===== config.mk =====
export PLATFORM = sky130hd
export DESIGN_NAME = fetch_stage
export DESIGN_NICKNAME = d
export VERILOG_FILES = /design/src/rtl/core_pkg.sv /design/src/rtl/fetch_skid_buffer.sv /design/src/rtl/fetch_stage.sv
export SDC_FILE = /design/constraint.sdc
export NUM_CORES = 1
export LEC_CHECK = 0
export CORE_ASPECT_RATIO = 1.1
export CORE_UTILIZATION = 35
export CTS_CLUSTER_SIZE = 12
export DETAILED_ROUTE_END_ITERATION = 12
export PLACE_DENSITY = 0.67
export SLEW_MARGIN = 20
export SYNTH_ARGS = -nofsm -noshare
export SYNTH_HDL_FRONTEND = slang
export SYNTH_SLANG_ARGS = --single-unit

===== constraint.sdc =====
create_clock -name clk -period 7.6 [get_ports clk]
set_input_delay 0.76 -clock clk [delete_from_list [all_inputs] [get_ports clk]]
set_output_delay 0.76 -clock clk [all_outputs]
set_load 0.03 [all_outputs]

===== src/rtl/core_pkg.sv =====
// Shared core definitions: data width, the NOP encoding used for bubbles and
// the instruction-fetch FSM state encoding.
package core_pkg;

    localparam int XLEN = 32;

    // addi x0, x0, 0
    localparam logic [XLEN-1:0] NOP_INST_DEFAULT = 32'h0000_0013;

    typedef enum logic [1:0] {
        FETCH_REQ  = 2'd0,
        FETCH_HOLD = 2'd1,
        FETCH_DROP = 2'd2
    } fetch_state_t;

    function automatic logic [XLEN-1:0] next_pc(input logic [XLEN-1:0] pc);
        return pc + XLEN'(4);
    endfunction

endpackage


===== src/rtl/fetch_skid_buffer.sv =====
// One-entry skid register holding a fetched {addr, inst} pair while the
// decode stage is stalled.
module fetch_skid_buffer
    import core_pkg::*;
(
    input  logic            clk,
    input  logic            rst,
    input  logic            load,
    input  logic            clear,
    input  logic            pop,
    input  logic [XLEN-1:0] addr_in,
    input  logic [XLEN-1:0] inst_in,
    output logic [XLEN-1:0] addr,
    output logic [XLEN-1:0] inst,
    output logic            full
);

    always_ff @(posedge clk or posedge rst) begin
        if (rst) begin
            full <= 1'b0;
            addr <= '0;
            inst <= '0;
        end else if (clear || pop) begin
            full <= 1'b0;
        end else if (load) begin
            full <= 1'b1;
            addr <= addr_in;
            inst <= inst_in;
        end
    end

endmodule


===== src/rtl/fetch_stage.sv =====
// Instruction fetch stage: PC generation, imem handshake and IF/ID register.
// Optional performance counters are built when FETCH_PERF_EN is defined.
//
// state | meaning
// ------+----------------------------------------------------------
// REQ   | request outstanding at pc, waiting for imem_ready
// HOLD  | response word parked in the skid buffer, ID stalled
// DROP  | flushed while a request was in flight; discard its response
module fetch_stage
    import core_pkg::*;
#(
    parameter logic [XLEN-1:0] RESET_PC = 32'h0000_0000,
    parameter logic [XLEN-1:0] NOP_INST = NOP_INST_DEFAULT
) (
    input  logic            clk,
    input  logic            rst,
    input  logic            PC_EN_IF,
    input  logic            reg_FD_EN,
    input  logic            reg_FD_stall,
    input  logic            reg_FD_flush,
    input  logic [XLEN-1:0] branch_target_ID,
    output logic            imem_req,
    output logic [XLEN-1:0] imem_addr,
    input  logic            imem_ready,
    input  logic [XLEN-1:0] imem_rdata,
    output logic [XLEN-1:0] PC_ID,
    output logic [XLEN-1:0] inst_ID,
    output logic            valid_ID
`ifdef FETCH_PERF_EN
    ,
    output logic [31:0]     perf_fetch_cnt,
    output logic [31:0]     perf_stall_cnt
`endif
);

    fetch_state_t    state;
    logic [XLEN-1:0] pc;
    logic [XLEN-1:0] drop_target;
    logic            advance;
    logic            skid_load;
    logic            skid_pop;
    logic [XLEN-1:0] skid_addr;
    logic [XLEN-1:0] skid_inst;
    logic            skid_full;

    assign advance   = PC_EN_IF & reg_FD_EN & ~reg_FD_stall;
    assign imem_addr = pc;
    assign skid_load = (state == FETCH_REQ) & imem_ready & ~advance & ~reg_FD_flush;
    assign skid_pop  = (state == FETCH_HOLD) & advance & ~reg_FD_flush;

    fetch_skid_buffer u_skid (
        .clk     (clk),
        .rst     (rst),
        .load    (skid_load),
        .clear   (reg_FD_flush),
        .pop     (skid_pop),
        .addr_in (pc),
        .inst_in (imem_rdata),
        .addr    (skid_addr),
        .inst    (skid_inst),
        .full    (skid_full)
    );

    always_ff @(posedge clk or posedge rst) begin
        if (rst) begin
            state       <= FETCH_REQ;
            pc          <= RESET_PC;
            drop_target <= RESET_PC;
            imem_req    <= 1'b1;
            PC_ID       <= '0;
            inst_ID     <= NOP_INST;
            valid_ID    <= 1'b0;
        end else begin
            // Flush kills IF/ID regardless of state; PC_ID is left as is.
            if (reg_FD_flush) begin
                inst_ID  <= NOP_INST;
                valid_ID <= 1'b0;
            end
            case (state)
                FETCH_REQ: begin
                    if (reg_FD_flush) begin
                        if (imem_ready) begin
                            pc <= branch_target_ID;
                        end else begin
                            drop_target <= branch_target_ID;
                            state       <= FETCH_DROP;
                        end
                    end else if (imem_ready) begin
                        if (advance) begin
                            PC_ID    <= pc;
                            inst_ID  <= imem_rdata;
                            valid_ID <= 1'b1;
                            pc       <= next_pc(pc);
                        end else begin
                            state    <= FETCH_HOLD;
                            imem_req <= 1'b0;
                        end
                    end else if (advance) begin
                        inst_ID  <= NOP_INST;
                        valid_ID <= 1'b0;
                    end
                end
                FETCH_HOLD: begin
                    if (reg_FD_flush) begin
                        pc       <= branch_target_ID;
                        state    <= FETCH_REQ;
                        imem_req <= 1'b1;
                    end else if (advance && skid_full) begin
                        PC_ID    <= skid_addr;
                        inst_ID  <= skid_inst;
                        valid_ID <= 1'b1;
                        pc       <= next_pc(pc);
                        state    <= FETCH_REQ;
                        imem_req <= 1'b1;
                    end
                end
                FETCH_DROP: begin
                    // A stale response arriving with a new flush still retires
                    // the in-flight request, so go straight to the new target.
                    if (reg_FD_flush) begin
                        drop_target <= branch_target_ID;
                        if (imem_ready) begin
                            pc    <= branch_target_ID;
                            state <= FETCH_REQ;
                        end
                    end else begin
                        if (imem_ready) begin
                            pc    <= drop_target;
                            state <= FETCH_REQ;
                        end
                        if (advance) begin
                            inst_ID  <= NOP_INST;
                            valid_ID <= 1'b0;
                        end
                    end
                end
                default: begin
                    state    <= FETCH_REQ;
                    imem_req <= 1'b1;
                end
            endcase
        end
    end

`ifdef FETCH_PERF_EN
    logic fetch_load;

    assign fetch_load = ~reg_FD_flush & advance &
                        (((state == FETCH_REQ) & imem_ready) | (state == FETCH_HOLD));

    always_ff @(posedge clk or posedge rst) begin
        if (rst) begin
            perf_fetch_cnt <= '0;
            perf_stall_cnt <= '0;
        end else begin
            if (fetch_load) perf_fetch_cnt <= perf_fetch_cnt + 32'd1;
            if (state == FETCH_HOLD) perf_stall_cnt <= perf_stall_cnt + 32'd1;
        end
    end
`endif

endmodule


### After elaboration in Yosys (flattened, before gate mapping)

Index checks and enable logic that the tools add are counted.

* flip-flop bits (word level): 197
* bits in latches: 0
* RAM bits: 0
* bits in read-only memories: 0
* output and inout port bits: 98
* logic and storage cells: 107
* memories: 0

* $add $sub $neg: 1
* multipliers: 0
* div/mod/pow operators: 0
* magnitude comparators: 0
* equality and inequality tests: 18
* shift operators: 0
* multiplexer cells: 53
* bitwise logic cells: 12
* reductions and logical operators: 13

Operators with widths (count)
* 32-bit 2-to-1 mux: 24
* 32-bit case mux with 3 select lines: 2
* 32-bit case mux with 2 select lines: 2
* 32-bit by 3-bit adder with 32-bit output (second input constant): 1
* 2-bit inequality test (second input constant): 9
* 1-bit 2-to-1 mux: 15
* 3-bit inequality test (second input constant): 5
* 5-bit AND reduction: 3
* 2-bit 2-to-1 mux: 7
* 1-bit AND: 7
* 1-bit case mux with 3 select lines: 2
* 2-bit case mux with 3 select lines: 1
* 6-bit AND reduction: 1
* 2-bit nonzero test: 3
* 1-bit NOT: 5
* 4-bit AND reduction: 1
* 3-bit by 2-bit inequality test with 1-bit output (second input constant): 1
* 3-bit nonzero test: 1
* 2-bit by 1-bit == test with 1-bit output (second input constant): 1
* 2-bit == test (second input constant): 1
* 2-bit logical NOT: 1
* 2-bit by 1-bit inequality test with 1-bit output (second input constant): 1
* 2-bit AND reduction: 1
* 1-bit logical AND: 1
* 1-bit logical OR: 1

### Logic depth before layout (Yosys ltp)

Gate-level depths: netlist (run 1).

* word-level depth: 7
* mapped depth: 10
* mapped depth without buffers: 7

### Cells and area by module

A second synthesis (run 1) with hierarchy kept.

* cells, all modules: 1021
* area, all modules: 10632.7 sq um

By module, submodules not included
* fetch_stage: times used 1, cells each 881, area an instance 7903.8 sq um
* fetch_skid_buffer: times used 1, cells each 140, area an instance 2728.9 sq um

### Least setup slack after synthesis (run 1)

No wires, ideal clock.

* kind: input to register
* start: input port reg_FD_EN
* end: register u_skid.inst[10]
* setup time: 0.125 ns
* arrival time: 2.016 ns
* setup slack: 5.459 ns
* stages: 6
* path buffers: 3
* cells stage by stage: and3b_1 > buf_2 > nor3_1 > buf_2 > buf_2 > mux2_2

* word-level cells in the longest chain between the ends: 7

Ends and longest elaborated chain
* start: declaration: line fetch_stage.sv:18 `input logic reg_FD_EN,`
* 1-bit AND * (2 in series): line fetch_stage.sv:46 `assign advance = PC_EN_IF & reg_FD_EN & ~reg_FD_stall;`
* 1-bit AND (2 in series): line fetch_stage.sv:49 `assign skid_pop = (state == FETCH_HOLD) & advance & ~reg_FD_flush;`
* 1-bit logical OR: line fetch_skid_buffer.sv:23 `end else if (clear || pop) begin`
* 1-bit NOT (no line)
* 2-bit AND reduction (no line) *
* end signal: assignment: line fetch_skid_buffer.sv:28 `inst <= inst_in;`
* end: declaration: line fetch_skid_buffer.sv:14 `output logic [XLEN-1:0] inst,`

Mark *: on every way between the ends. The rest lies on a longest branch, timed or not.
A chain may end at the register's enable or synchronous reset.

### Worst setup path after layout (run 1)

* start: register state[1]
* end: register pc[21], in the netlist imem_addr[21]

* word-level cells in the longest chain between the ends: 3

Ends and longest elaborated chain
* start: declaration: line fetch_stage.sv:36 `fetch_state_t state;`
* start signal: assignment: line fetch_stage.sv:66 `state <= FETCH_REQ;`
* start signal: assignment: line fetch_stage.sv:86 `state <= FETCH_DROP;`
* start signal: assignment: line fetch_stage.sv:95 `state <= FETCH_HOLD;`
* 2-bit == test, or another cell as far along: line fetch_stage.sv:79 `case (state)`
* 3-bit inequality test (no line), or another cell as far along
* 5-bit AND reduction (no line)
* end signal: assignment: line fetch_stage.sv:83 `pc <= branch_target_ID;`
* end signal: assignment: line fetch_stage.sv:93 `pc <= next_pc(pc);`
* end signal: assignment: line fetch_stage.sv:105 `pc <= branch_target_ID;`
* end: declaration: line fetch_stage.sv:37 `logic [XLEN-1:0] pc;`

Parallel ways exist; a longest one is shown, timed or not.

==> impl_metrics.env, run 1 <==
export IMPL_run_status="completed"
export IMPL_wl_per_cell_um=19.3
export IMPL_syn_inst=929
export IMPL_grt_util_met2_pct=30.8
export IMPL_fin_nets=1129
export IMPL_power_per_cell_area_nw_per_um2=396
export IMPL_ys_warn_count=0
export IMPL_cts_buffers=17
export IMPL_die_h_um=179
export IMPL_finalSetupViolations=0
export IMPL_register_area_um2=4930
export IMPL_synth_seq_area_share_pct=49.5
export IMPL_cts_hold_buf=0
export IMPL_first_global_vias=7782
export IMPL_drtIter0Drc=548
export IMPL_die_area_um2=29100
export IMPL_hold_path_class="reg -> reg"
export IMPL_p_seq_share_pct=37.3
export IMPL_start_kind="flop"
export IMPL_grt_pass1_wl_um=43200
export IMPL_fp_dieW_um=163
export IMPL_p_sw_share_pct=41.0
export IMPL_synth_edff_count=0
export IMPL_final_common_cell="dfrtp_1"
export IMPL_fin_crit_ps=3370
export IMPL_p_total_w=0.00494
export IMPL_ant_nets=0
export IMPL_critPathMaxFanout=37
export IMPL_syn_area_per_cell_um2=10.7
export IMPL_fin_area_um2=12500
export IMPL_worst_pin_slew_ps=956
export IMPL_root_buffer="clkbuf_16"
export IMPL_use_met3_pct=3.12
export IMPL_fin_util_pct=44.8
export IMPL_comb_power_share_pct=44.2
export IMPL_start_util_pct=35.7
export IMPL_rsz0062_at_grt="false"
export IMPL_num_vias=7977
export IMPL_finalHoldViolations=0
export IMPL_rows=64
export IMPL_worst_setup_path_end_kind="flop"
export IMPL_finalClockSkew_ps=10.1
export IMPL_layout_common_cells="dfrtp_1, clkdlybuf4s50_1, mux2_2"
export IMPL_gp_congestion=0.777
export IMPL_postPlaceCellArea_um2=11900
export IMPL_cts_clk_slew_worst_paths_ps=70
export IMPL_port_buffers=168
export IMPL_cts_tree="yes"
export IMPL_hpwl_um=18400
export IMPL_synth_ff_type="dfrtp_1"
export IMPL_drc=0
export IMPL_leakage_nw=4.96
export IMPL_syn_to_final_growth_pct=25.2
export IMPL_switching_power_w=0.00203
export IMPL_post_cts_buffers=0
export IMPL_peakVddDrop_mv=0.203
export IMPL_overflow=0
export IMPL_rrSetupSlack_ps=4230
export IMPL_antenna_found_initial=1
export IMPL_cts_path_max_buffers=2
export IMPL_fill_cells=2566
export IMPL_drive_gt1_share_pct=15.8
export IMPL_synthesis_area_um2=9960
export IMPL_multi_input_area_um2=4620
export IMPL_htree_levels=4
export IMPL_fmax_ghz=0.297
export IMPL_cts_resized=0
export IMPL_cp_arrival_ps=3750
export IMPL_track_usage_pct=19.1
export IMPL_hold_worst_slack_ps=481
export IMPL_power_internal_w=0.00291
export IMPL_p_clk_share_pct=18.5
export IMPL_ioPinCount=169
export IMPL_use_met1_pct=24.8
export IMPL_ys_ff_latch=197
export IMPL_synth_nets=1005
export IMPL_drv_slew=0
export IMPL_slew_limit_headroom_pct=35.8
export IMPL_coreArea_um2=27900
export IMPL_async_flop_share_pct=100
export IMPL_setup_tns_ps=0
export IMPL_routed_wl_um=27600
export IMPL_synth_distinct_cells=70
export IMPL_top_usage_layer="met2"
export IMPL_clk_latency_ps=450
export IMPL_criticalPathCategory="reg -> reg"
export IMPL_grt_start_max_net_pins=142
export IMPL_clock_sinks=197
export IMPL_drv_cap=0
export IMPL_drt_first_pass_iters=4
export IMPL_fin_crit_sh_pct=44.3
export IMPL_worstPathRequired_ps=7980
export IMPL_viasPerCell=5.58
==> cells by family after synthesis <==
group	count (synthesis)	share of synthesized area [%]
AOI/OAI and AO/OA	264	17.5
and+or+nand+nor	232	12.8
DFF	197	49.5
muxes	138	15.1
buffers and inverters	92	4.27
adders and majority gates	5	0.628
xor gates and xnor gates	1	0.0879
==> flip-flops by register name, indices dropped and copies added (netlist names) <==
register,count
u_skid.inst,32
imem_addr,32
PC_ID,32
u_skid.full,1
u_skid.addr,32
imem_req,1
drop_target,32
inst_ID,32
state,2
valid_ID,1
==> power by group through the flow <==
stage | combinational (W) | clock (W) | sequential [W]
4_1_cts | 0.00219 | 0.000933 | 0.00184
5_1_grt | 0.00236 | 0.000967 | 0.00190
3_5_place_dp | 0.00218 | 0 | 0.00186
6_report | 0.00218 | 0.000912 | 0.00184
2_1_floorplan | 0.00123 | 0 | 0.00205
3_3_place_gp | 0.00215 | 0 | 0.00184
==> layout make-up <==
type	instances	area share (%)
flip-flops and latches	197	39.6
inverters	13	0.451
clock buffers	18	3.52
diodes	1	0.0201
clock inverters	14	1.15
multi-input cells	640	37.0
well taps	363	3.64
repair buffers	184	14.6
==> critical path, cell delays in order (launching register included) <==
cell and delay, ps:
dfrtp_1 440, inv_1 100, ha_2 490, buf_4 600, nor2b_1 270, nor2_1 620
buf_4 290, nand2_4 60, o31a_1 280, o21ai_2 100
==> per-stage QoR <==
step	cells	worst slack, ps
final	1430	4230
after floorplan	929	1480
after CTS	1428	4280
after global routing	1430	4010
after global placement	1395	4170
after detailed placement	1396	4100
==> layer usage <==
metal	vias up	part of all wire (%)
met4	0	3.1
met3	42	4.3
met2	205	49
met1	4010	44
met5	-	0
li1	3720	-
==> Yosys cell counts, drive strengths merged (5+ instances only) <==
| master | number | area share, % |
|---|---|---|
| nand3 | 26 | 1.3 |
| ha | 5 | 0.63 |
| a21oi | 62 | 3.2 |
| a311oi | 6 | 0.53 |
| o22ai | 5 | 0.31 |
| o21ai | 67 | 3.4 |
| and4 | 8 | 0.70 |
| nor4b | 7 | 0.62 |
| and3 | 7 | 0.44 |
| dfrtp | 193 | 48 |
| o32ai | 6 | 0.53 |
| mux2 | 98 | 11 |
| and2 | 14 | 0.88 |
| a21o | 6 | 0.45 |
| a211oi | 5 | 0.38 |
| clkbuf | 20 | 0.78 |
| nor2 | 56 | 2.1 |
| mux2i | 40 | 4.0 |
| nor4 | 11 | 0.99 |
| a221oi | 5 | 0.44 |
| o2bb2ai | 7 | 0.62 |
| inv | 13 | 0.49 |
| nand2b | 6 | 0.38 |
| nor3 | 11 | 0.65 |
| a31oi | 9 | 0.57 |
| nand3b | 5 | 0.38 |
| a22oi | 35 | 2.6 |
| nand4b | 5 | 0.44 |
| buf | 59 | 3.0 |
| nor2b | 6 | 0.38 |
| a22o | 9 | 0.79 |
| nand2 | 49 | 1.9 |
| nand4 | 12 | 0.90 |
==> path summary, 6_finish.rpt <==
check / from / end / cells after the start
hold / removal: inst_ID[9] / inst_ID[9] / 2
setup / recovery: state[1] / imem_addr[21] / 9
max in group asynchronous: rst / imem_addr[23] / 4
min in group asynchronous: rst / PC_ID[1] / 2
hold reg to reg: inst_ID[9] / inst_ID[9] / 2
setup reg to reg: state[1] / imem_addr[21] / 9
(Power assumes the default switching activity.)
==> run 2: changes to the inputs <==
--- a/config.mk
+++ b/config.mk
@@ -9,7 +9,7 @@
 export CORE_UTILIZATION = 35
 export CTS_CLUSTER_SIZE = 12
 export DETAILED_ROUTE_END_ITERATION = 12
-export PLACE_DENSITY = 0.67
+export PLACE_DENSITY = 0.69
 export SLEW_MARGIN = 20
 export SYNTH_ARGS = -nofsm -noshare
 export SYNTH_HDL_FRONTEND = slang
==> constraint.sdc (replaced) <==
create_clock -name clk -period 2.7 [get_ports clk]
set_input_delay 0.27 -clock clk [delete_from_list [all_inputs] [get_ports clk]]
set_output_delay 0.27 -clock clk [all_outputs]
set_load 0.03 [all_outputs]
==> run 2 against run 1 <==
Net effect:
- sequential share of layout area shrank 1.1 points
- via count is 2.5% higher
- sequential cell count unchanged
==> impl_metrics.env, run 2 (same netlist as run 1, synthesis figures left out) <==
export IMPL_drtIter0Drc=621
export IMPL_r2r_cells=7
export IMPL_fin_crit_sh_pct=94.1
export IMPL_power_per_cell_area_nw_per_um2=1110
export IMPL_drc=0
export IMPL_comb_power_share_pct=46.0
export IMPL_port_buffers=168
export IMPL_overflow=0
export IMPL_track_usage_pct=19.2
export IMPL_worst_pin_slew_ps=828
export IMPL_root_buffer="clkbuf_16"
export IMPL_slowest_stage="nor3_2"
export IMPL_ant_nets=0
export IMPL_finalSetupViolations=0
export IMPL_top_usage_layer="met2"
export IMPL_setup_tns_ps=0
export IMPL_power_internal_w=0.00857
export IMPL_p_total_w=0.0143
export IMPL_criticalPathCategory="reg -> reg"
export IMPL_drive_gt1_share_pct=18.6
export IMPL_p_seq_share_pct=35.8
export IMPL_finalClockSkew_ps=6.56
export IMPL_max_stage_delay_ps=630
export IMPL_cts_buffers=17
export IMPL_finalHoldViolations=0
export IMPL_wl_per_cell_um=18.7
export IMPL_fin_util_pct=46.0
export IMPL_drv_cap=0
export IMPL_coreArea_um2=27900
export IMPL_num_vias=8173
export IMPL_hold_path_class="in -> async"
export IMPL_rrSetupSlack_ps=160
export IMPL_critPathMaxFanout=12
export IMPL_r2r_start="state[0]"
export IMPL_fill_cells=2625
export IMPL_hpwl_um=19100
export IMPL_grt_start_max_net_pins=69
export IMPL_hold_worst_slack_ps=289
export IMPL_worstPathRequired_ps=3050
export IMPL_worst_setup_path_end_kind="flop"
export IMPL_rsz0062_at_grt="false"
export IMPL_ioPinCount=169
export IMPL_clock_sinks=197
export IMPL_die_h_um=179
export IMPL_rows=64
export IMPL_cp_arrival_ps=2890
export IMPL_cts_path_max_buffers=2
export IMPL_die_area_um2=29100
export IMPL_cts_clk_slew_worst_paths_ps=70
export IMPL_fp_dieW_um=163
export IMPL_drt_first_pass_iters=5
export IMPL_num_antenna_cells=0
export IMPL_run_status="completed"
export IMPL_viasPerCell=5.58
export IMPL_grt_util_met2_pct=30.1
export IMPL_drv_slew=0
export IMPL_layout_common_cells="dfrtp_1, clkdlybuf4s50_1, mux2_2"
export IMPL_fmax_ghz=0.394
export IMPL_gp_congestion=0.880
export IMPL_p_clk_share_pct=18.2
export IMPL_p_sw_share_pct=40.0
export IMPL_crit_chain="inv_1, ha_1, nor2b_1, nor3_2, nand3b_1, nand2b_1, o2bb2ai_1"
export IMPL_grt_pass1_wl_um=43500
export IMPL_fin_nets=1165
export IMPL_routed_wl_um=27400
export IMPL_htree_levels=4
export IMPL_fin_crit_ps=2540
export IMPL_antenna_found_initial=0
export IMPL_syn_to_final_growth_pct=28.7
export IMPL_final_common_cell="dfrtp_1"
export IMPL_reg2reg_to="imem_addr[10]"
export IMPL_clk_latency_ps=440
export IMPL_first_global_vias=7971
export IMPL_cts_tree="yes"
export IMPL_start_util_pct=35.7
export IMPL_switching_power_w=0.00571
export IMPL_use_met1_pct=25.3
export IMPL_leakage_nw=5.17
export IMPL_peakVddDrop_mv=0.484
export IMPL_slew_limit_headroom_pct=44.8
export IMPL_use_met3_pct=4.19
export IMPL_start_kind="flop"
## run 2: worst max-delay path by stage
| stage | start | end | slack (ps) | depth (start not counted) |
|---|---|---|---|---|
| 2_1_floorplan | rst | PC_ID[0] | -110 | 1 |
| 3_3_place_gp | state[1] | imem_addr[5] | 250 | 8 |
| 3_5_place_dp | state[1] | imem_addr[5] | 160 | 8 |
| 4_1_cts | state[1] | imem_addr[5] | 150 | 8 |
| 5_1_grt | state[0] | imem_addr[10] | 5 | 7 |
| 6_report | state[0] | imem_addr[10] | 160 | 7 |
## run 2: power by group through the flow
| stage | clock network, W | logic [W] | registers [W] |
|---|---|---|---|
| 4_1_cts | 0.00267 | 0.00659 | 0.00510 |
| 2_1_floorplan | 0 | 0.00346 | 0.00578 |
| 3_5_place_dp | 0 | 0.00656 | 0.00515 |
| 3_3_place_gp | 0 | 0.00646 | 0.00510 |
| 5_1_grt | 0.00279 | 0.00709 | 0.00527 |
| 6_report | 0.00260 | 0.00657 | 0.00511 |
## run 2: per-layer routing
layer  share of wire (%)  routed length [um]  vias up
met3                 6.0                1630       55
met2                  47               13000      260
li1                    -                   -     3806
met4                 3.3                 898        0
met1                  43               11900     4052
met5                   0                   0        -
## run 2: area by class of cell
| cell class | instances | area, um^2 | share of cell area, % |
|---|---|---|---|
| repair buffers | 220 | 2150 | 16.8 |
| well taps | 363 | 454 | 3.54 |
| clock buffers | 18 | 439 | 3.43 |
| flip-flops and latches | 197 | 4930 | 38.5 |
| clock inverters | 14 | 163 | 1.27 |
| inverters | 13 | 52.6 | 0.410 |
| multi-input cells | 640 | 4620 | 36.1 |
## run 2: what timing repair did
action,4_1_cts,5_1_grt
setup buffers,0,0
setup endpoints to repair,0,3
hold buffers,0,0
gates resized for setup,0,1
## run 2: through the flow
| step | area, um^2 | setup WS (ps) | std cells |
|---|---|---|---|
| final | 12800 | 160 | 1465 |
| after global routing | 12800 | 5.40 | 1465 |
| after CTS | 12800 | 152 | 1465 |
| after detailed placement | 12200 | 161 | 1433 |
| after global placement | 12200 | 249 | 1433 |
| after floorplan | 9960 | -113 | 929 |
## run 2: worst max-delay path: cells and delay by family (launching register included)
family,cells,cell delay [ps]
buffers and inverters,1,100
adder cells (fa/ha/maj),1,450
AO/OA/AOI/OAI,1,130
AND/OR/NAND/NOR,4,1330
flip-flops,1,430
